[config.mk]
export PLATFORM = sky130hd
export DESIGN_NAME = lfsr_prescaler_gen
export DESIGN_NICKNAME = d
export VERILOG_FILES = /design/src/rtl/lfsr_prescaler_gen.sv
export SDC_FILE = /design/constraint.sdc
export NUM_CORES = 1
export LEC_CHECK = 0
export BUFFER_PORTS_ARGS = -buffer_cell sky130_fd_sc_hd__buf_2
export CAP_MARGIN = 20
export CORE_ASPECT_RATIO = 1.1
export CORE_UTILIZATION = 40
export DETAILED_ROUTE_END_ITERATION = 16
export PLACE_DENSITY_LB_ADDON = 0.05
export SYNTH_ARGS = -nofsm -noshare
export SYNTH_HDL_FRONTEND = slang
export SYNTH_SLANG_ARGS = --single-unit
export TNS_END_PERCENT = 50
[constraint.sdc]
create_clock -name clk -period 1.5 [get_ports clk]
set_input_delay 0.075 -clock clk [delete_from_list [all_inputs] [get_ports clk]]
set_output_delay 0.075 -clock clk [all_outputs]
set_load 0.02 [all_outputs]
[src/rtl/lfsr_prescaler_gen.sv]
// -----------------------------------------------------------------------------
// lfsr_prescaler_gen
//
// Fully synchronous prescaler + Fibonacci LFSR noise generator.
//   - A DIV_W-bit free-running counter produces a registered power-of-two tick.
//   - A LFSR_W-bit Fibonacci LFSR steps from one of four selectable sources:
//       mode 0 = prescaler tick, 1 = step_in level, 2 = step_in rising edge,
//       mode 3 = every cycle. All sources are gated by en.
//   - load has priority over stepping and works even when en=0. A zero seed is
//     rejected: the LFSR falls back to SEED and lock_err pulses for one cycle.
//
// Optional feature (compile-time macro LFSR_PERIOD_CNT_EN):
//   Adds a reference register (captured on load/reset) and a saturating step
//   counter; period_done pulses when a step returns the LFSR to the reference.
//   Without the macro period_done is tied low; the port list is unchanged.
//
// Ports
//   clk          in   1              rising-edge clock
//   rst_n        in   1              asynchronous active-low reset
//   en           in   1              enable for prescaler and stepping
//   mode         in   2              step source select
//   div_sel      in   $clog2(DIV_W)  prescaler stage select (clamped to DIV_W-1)
//   step_in      in   1              external step strobe/level
//   load         in   1              load seed into LFSR
//   seed         in   LFSR_W         value loaded on load
//   cnt_out      out  DIV_W          prescaler count
//   lfsr_out     out  LFSR_W         LFSR state
//   bit_out      out  1              LFSR MSB (combinational view)
//   tick         out  1              one-cycle registered prescaler pulse
//   lock_err     out  1              one-cycle pulse after a zero seed was rejected
//   period_done  out  1              one-cycle pulse when LFSR returns to reference
// -----------------------------------------------------------------------------
module lfsr_prescaler_gen #(
    parameter int                 DIV_W     = 16,
    parameter int                 LFSR_W    = 8,
    parameter logic [LFSR_W-1:0]  LFSR_TAPS = 8'hB8,
    parameter logic [LFSR_W-1:0]  SEED      = 8'h01
) (
    input  logic                      clk,
    input  logic                      rst_n,
    input  logic                      en,
    input  logic [1:0]                mode,
    input  logic [$clog2(DIV_W)-1:0]  div_sel,
    input  logic                      step_in,
    input  logic                      load,
    input  logic [LFSR_W-1:0]         seed,
    output logic [DIV_W-1:0]          cnt_out,
    output logic [LFSR_W-1:0]         lfsr_out,
    output logic                      bit_out,
    output logic                      tick,
    output logic                      lock_err,
    output logic                      period_done
);

    typedef enum logic [1:0] {
        MODE_TICK  = 2'd0,
        MODE_LEVEL = 2'd1,
        MODE_RISE  = 2'd2,
        MODE_FREE  = 2'd3
    } mode_e;

    logic [DIV_W-1:0]  tick_mask;
    logic              step_in_d;
    logic              step_req;
    logic              step;
    logic              seed_zero;
    logic [LFSR_W-1:0] load_val;
    logic [LFSR_W-1:0] lfsr_next;

    // Low-order mask covering bits [s:0]. Any div_sel at or above DIV_W-1
    // simply sets every bit, which is exactly the clamp to the top stage.
    always_comb begin
        // NOTE: every variable assigned in always_comb gets a default first so
        // no path can leave it unassigned and infer a latch.
        tick_mask = '0;
        for (int i = 0; i < DIV_W; i++) begin
            tick_mask[i] = (i <= int'(div_sel));
        end
    end

    // Step source selection; the mode input is used directly each cycle so a
    // mode change applies immediately and nothing is queued.
    always_comb begin
        step_req = 1'b0;
        case (mode_e'(mode))
            MODE_TICK:  step_req = tick;
            MODE_LEVEL: step_req = step_in;
            MODE_RISE:  step_req = step_in & ~step_in_d;
            MODE_FREE:  step_req = 1'b1;
            default:    step_req = 1'b0;
        endcase
    end

    assign step      = en & step_req;
    assign seed_zero = (seed == '0);
    assign load_val  = seed_zero ? SEED : seed;
    assign lfsr_next = {lfsr_out[LFSR_W-2:0], ^(lfsr_out & LFSR_TAPS)};
    assign bit_out   = lfsr_out[LFSR_W-1];

    // NOTE: sequential state uses non-blocking assignments so every register
    // samples the pre-edge values regardless of statement order.
    always_ff @(posedge clk or negedge rst_n) begin
        if (!rst_n) begin
            cnt_out   <= '0;
            tick      <= 1'b0;
            step_in_d <= 1'b0;
            lfsr_out  <= SEED;
            lock_err  <= 1'b0;
        end else begin
            // Edge detector history runs even while disabled so re-enabling
            // with step_in already high does not fake a rising edge.
            step_in_d <= step_in;
            tick      <= en & ((cnt_out & tick_mask) == tick_mask);
            if (en) begin
                cnt_out <= cnt_out + DIV_W'(1);
            end
            lock_err <= load & seed_zero;
            // load wins; a step in the same cycle is dropped.
            if (load) begin
                lfsr_out <= load_val;
            end else if (step) begin
                lfsr_out <= lfsr_next;
            end
        end
    end

`ifdef LFSR_PERIOD_CNT_EN
    logic [LFSR_W-1:0] ref_val;
    logic [LFSR_W-1:0] step_cnt;

    // ref_val holds the value the sequence started from; step_cnt counts
    // accepted steps since then and saturates rather than wrapping.
    always_ff @(posedge clk or negedge rst_n) begin
        if (!rst_n) begin
            ref_val     <= SEED;
            step_cnt    <= '0;
            period_done <= 1'b0;
        end else begin
            period_done <= 1'b0;
            if (load) begin
                ref_val  <= load_val;
                step_cnt <= '0;
            end else if (step) begin
                if (lfsr_next == ref_val) begin
                    period_done <= 1'b1;
                    step_cnt    <= '0;
                end else if (step_cnt != '1) begin
                    step_cnt <= step_cnt + LFSR_W'(1);
                end
            end
        end
    end
`else
    assign period_done = 1'b0;
`endif

endmodule

==> metrics.txt <==
outcome=finished clean; utilization after layout=53.8%; number of cell instances on the worst register-to-register path=4; Worst-Skew Late Latency=around 0.32 ns; Via density=about 5.3; per-cell routed wire length=14.3 um; Syn. warnings=0; Tightest Hold Check Type=input port to flip-flop; type of the worst setup path=input port to flip-flop; pins over their slew limit=0; Gate Count Post-Synth=140; Total GRT Usage=19.0%; net count after synthesis=160; number of antenna repair diodes=0; postcts setup bufs=0; Unique masters post-synth=41; pin slew with the least headroom to its limit=0.608 ns; kind of start point of the critical path=input port; post-route ant nets=0; Vert. Die Dim=about 65 um; layout cell share with drive strength beyond 1=around a third; largest voltage drop on the vdd net=0.714 mV; setup clock skew after layout=about 0.0039 ns; sink count of the clock tree=27; number of cells on the worst hold path=2; placement row count=22; vias in the first global route=between 1000 and 1500; total area of multi-input combinational cells=~740 um^2; worst max-slew margin expressed relative to the limit=between 50% and 60%; top cell type's share of synthesized area=between 40% and 50%; DR vias=roughly 1300; Worst-path clk slew=about 0.15 ns; largest cells by area after synthesis=sky130_fd_sc_hd__dfrtp_1 45%, sky130_fd_sc_hd__xnor2_1 6.0%, sky130_fd_sc_hd__xor2_1 4.8%, sky130_fd_sc_hd__a221o_1 4.1%, sky130_fd_sc_hd__nor2b_1 3.4%; footprint of the flip-flops and latches=about 680 um^2; cell type with the highest aggregate area in the netlist=sky130_fd_sc_hd__dfrtp_1; detailed-route DRC error count=0; dominant synthesized flop cell=sky130_fd_sc_hd__dfrtp_1; Mapped Area=approximately 1500 um^2; time the final worst path needs with I/O delays and setup=between 1 and 1.5 ns; Hold Fails Final Rpt=0; portion of the clock cycle consumed by the worst path in the final layout=between 90% and 100%; sequential share of the synthesized area=a little under half; overall power of the completed layout=~2.0 mW; Detailed Route WL=roughly 3.5 mm; fmax=just under 700 MHz; layout overhead on the synthesized area=26.4%; highest fanout seen on the critical path=6; final net count=214; Clock Tree Root=sky130_fd_sc_hd__clkbuf_4; number of enable flip-flop cells after synthesis=0; iteration count of the initial detailed-routing pass=4; count of routing violations after the opening detailed-route iteration=63; synthesized area per cell=10.4 um^2; commonest non-fill, non-tap cell in the layout=sky130_fd_sc_hd__buf_2; number of levels in the clock H-tree=1; half-perimeter wire length after detailed placement=2.54 mm; capturing element type of the critical path=flip-flop; Critical Path AT=around 1.7 ns; Core Box Area=~3400 um^2; required time reported for the critical path endpoint=around 1.7 ns; antenna violations before repair=0; buffer levels on the longest clock path=2; effective utilization at floorplan=a little over two fifths; Finish-stage setup viols=0; CTS tree=built; GRT overflow=0; die span in x=~59 um; proportion of synthesized flip-flops having asynchronous set or reset=100%; #FFs+latches synth=27; maximum number of pins on one net before global-route repair=28; minimum setup slack among reg-to-reg paths=~0.11 ns; fill cell total of the finished layout=352; global-route wire length before repair=roughly 5.6 mm; Buffers on Ports=45; power density cells=around 1100 nW/um^2; number of maximum-capacitance violations=0; top library cells by usage in the layout, fill and taps aside=45 x sky130_fd_sc_hd__buf_2, 24 x sky130_fd_sc_hd__dfrtp_1, 11 x sky130_fd_sc_hd__nor2_1; Lkg Pwr=~0.92 nW; number of top-level pins=between 40 and 50; die area=3880 um^2; number of buffers inserted during clock tree synthesis=3; Placer Congestion=~0.76
[worst max-delay path, stage by stage]
cell and delay (ns):
sky130_fd_sc_hd__dlygate4sd3_1 0.54, sky130_fd_sc_hd__buf_2 0.14, sky130_fd_sc_hd__nor2b_1 0.13, sky130_fd_sc_hd__o21a_2 0.24, sky130_fd_sc_hd__o211a_1 0.25, sky130_fd_sc_hd__a221o_1 0.28
[worst paths after layout]
path	from	to
hold / removal	seed[1]	lfsr_out[1]
min in group asynchronous	rst_n	cnt_out[12]
setup / recovery	step_in	lfsr_out[2]
setup reg to reg	lfsr_out[5]	lfsr_out[0]
max in group asynchronous	rst_n	cnt_out[2]
hold reg to reg	cnt_out[12]	cnt_out[12]
[layout make-up]
type / count / share of cell area (%)
inverter: 4 / 0.817
timing repair buffer: 55 / 17.3
clock inverter: 1 / 0.272
multi-input combinational: 103 / 40.2
sequential: 27 / 37.0
tap: 48 / 3.27
clock buffer: 3 / 1.23
[state kept, by name, indices dropped and copies added, names as in the netlist]
| name | count |
|---|---|
| lock_err | 1 |
| tick | 1 |
| cnt_out | 16 |
| lfsr_out | 8 |
| step_in_d | 1 |
[routing by layer]
layer / track usage (%) / wire length, um / vias up
met4: 4.46 / 24 / 0
met1: 26.7 / 1690 / 622
met3: 2.56 / 128 / 2
li1: - / - / 618
met5: 0 / 0 / -
met2: 30.6 / 1610 / 30
[per-stage QoR]
step	cell area (um^2)	std cells	TNS [ns]	setup slack [ns]	hold slack (ns)
2_1_floorplan	1450	140	0	0.118	-0.221
3_3_place_gp	1730	230	0	0.100	0.116
3_5_place_dp	1730	230	0	0.0671	0.118
4_1_cts	1810	239	0	0.0177	0.00472
5_1_grt	1840	241	-0.00863	-0.00863	0.00549
6_report	1840	241	0	0.0638	0.00797
[power breakdown]
group	total, mW	switching [mW]	internal (mW)
registers	1.00	0.150	0.852
logic	0.705	0.404	0.301
clock network	0.320	0.221	0.0998
[cell usage after synthesis, types with 4 or more instances]
library cell,number
sky130_fd_sc_hd__nor2b_1,8
sky130_fd_sc_hd__xnor2_1,10
sky130_fd_sc_hd__inv_1,4
sky130_fd_sc_hd__xor2_1,8
sky130_fd_sc_hd__dfrtp_1,26
sky130_fd_sc_hd__a221o_1,6
sky130_fd_sc_hd__nand3_1,6
sky130_fd_sc_hd__nor2_1,11
sky130_fd_sc_hd__nand2_1,5
sky130_fd_sc_hd__a21oi_1,4
sky130_fd_sc_hd__o211a_1,4
sky130_fd_sc_hd__nand4_1,4
[cells by family after synthesis]
group	share of synthesized area, %
AND/OR/NAND/NOR	18.2
AO/OA/AOI/OAI	19.4
flip-flops	46.6
XOR/XNOR	10.8
buffers and inverters	3.18
adder cells (fa/ha/maj)	0.860
other	0.258
multiplexers	0.774
[what timing repair did]
| action | CTS | global route |
|---|---|---|
| hold buffers | 5 | 2 |
| endpoints found under the hold margin | 30 | 2 |
| setup endpoints to repair | 0 | 7 |
| resized for setup | 0 | 5 |
Power figures use the tool's default switching activity.
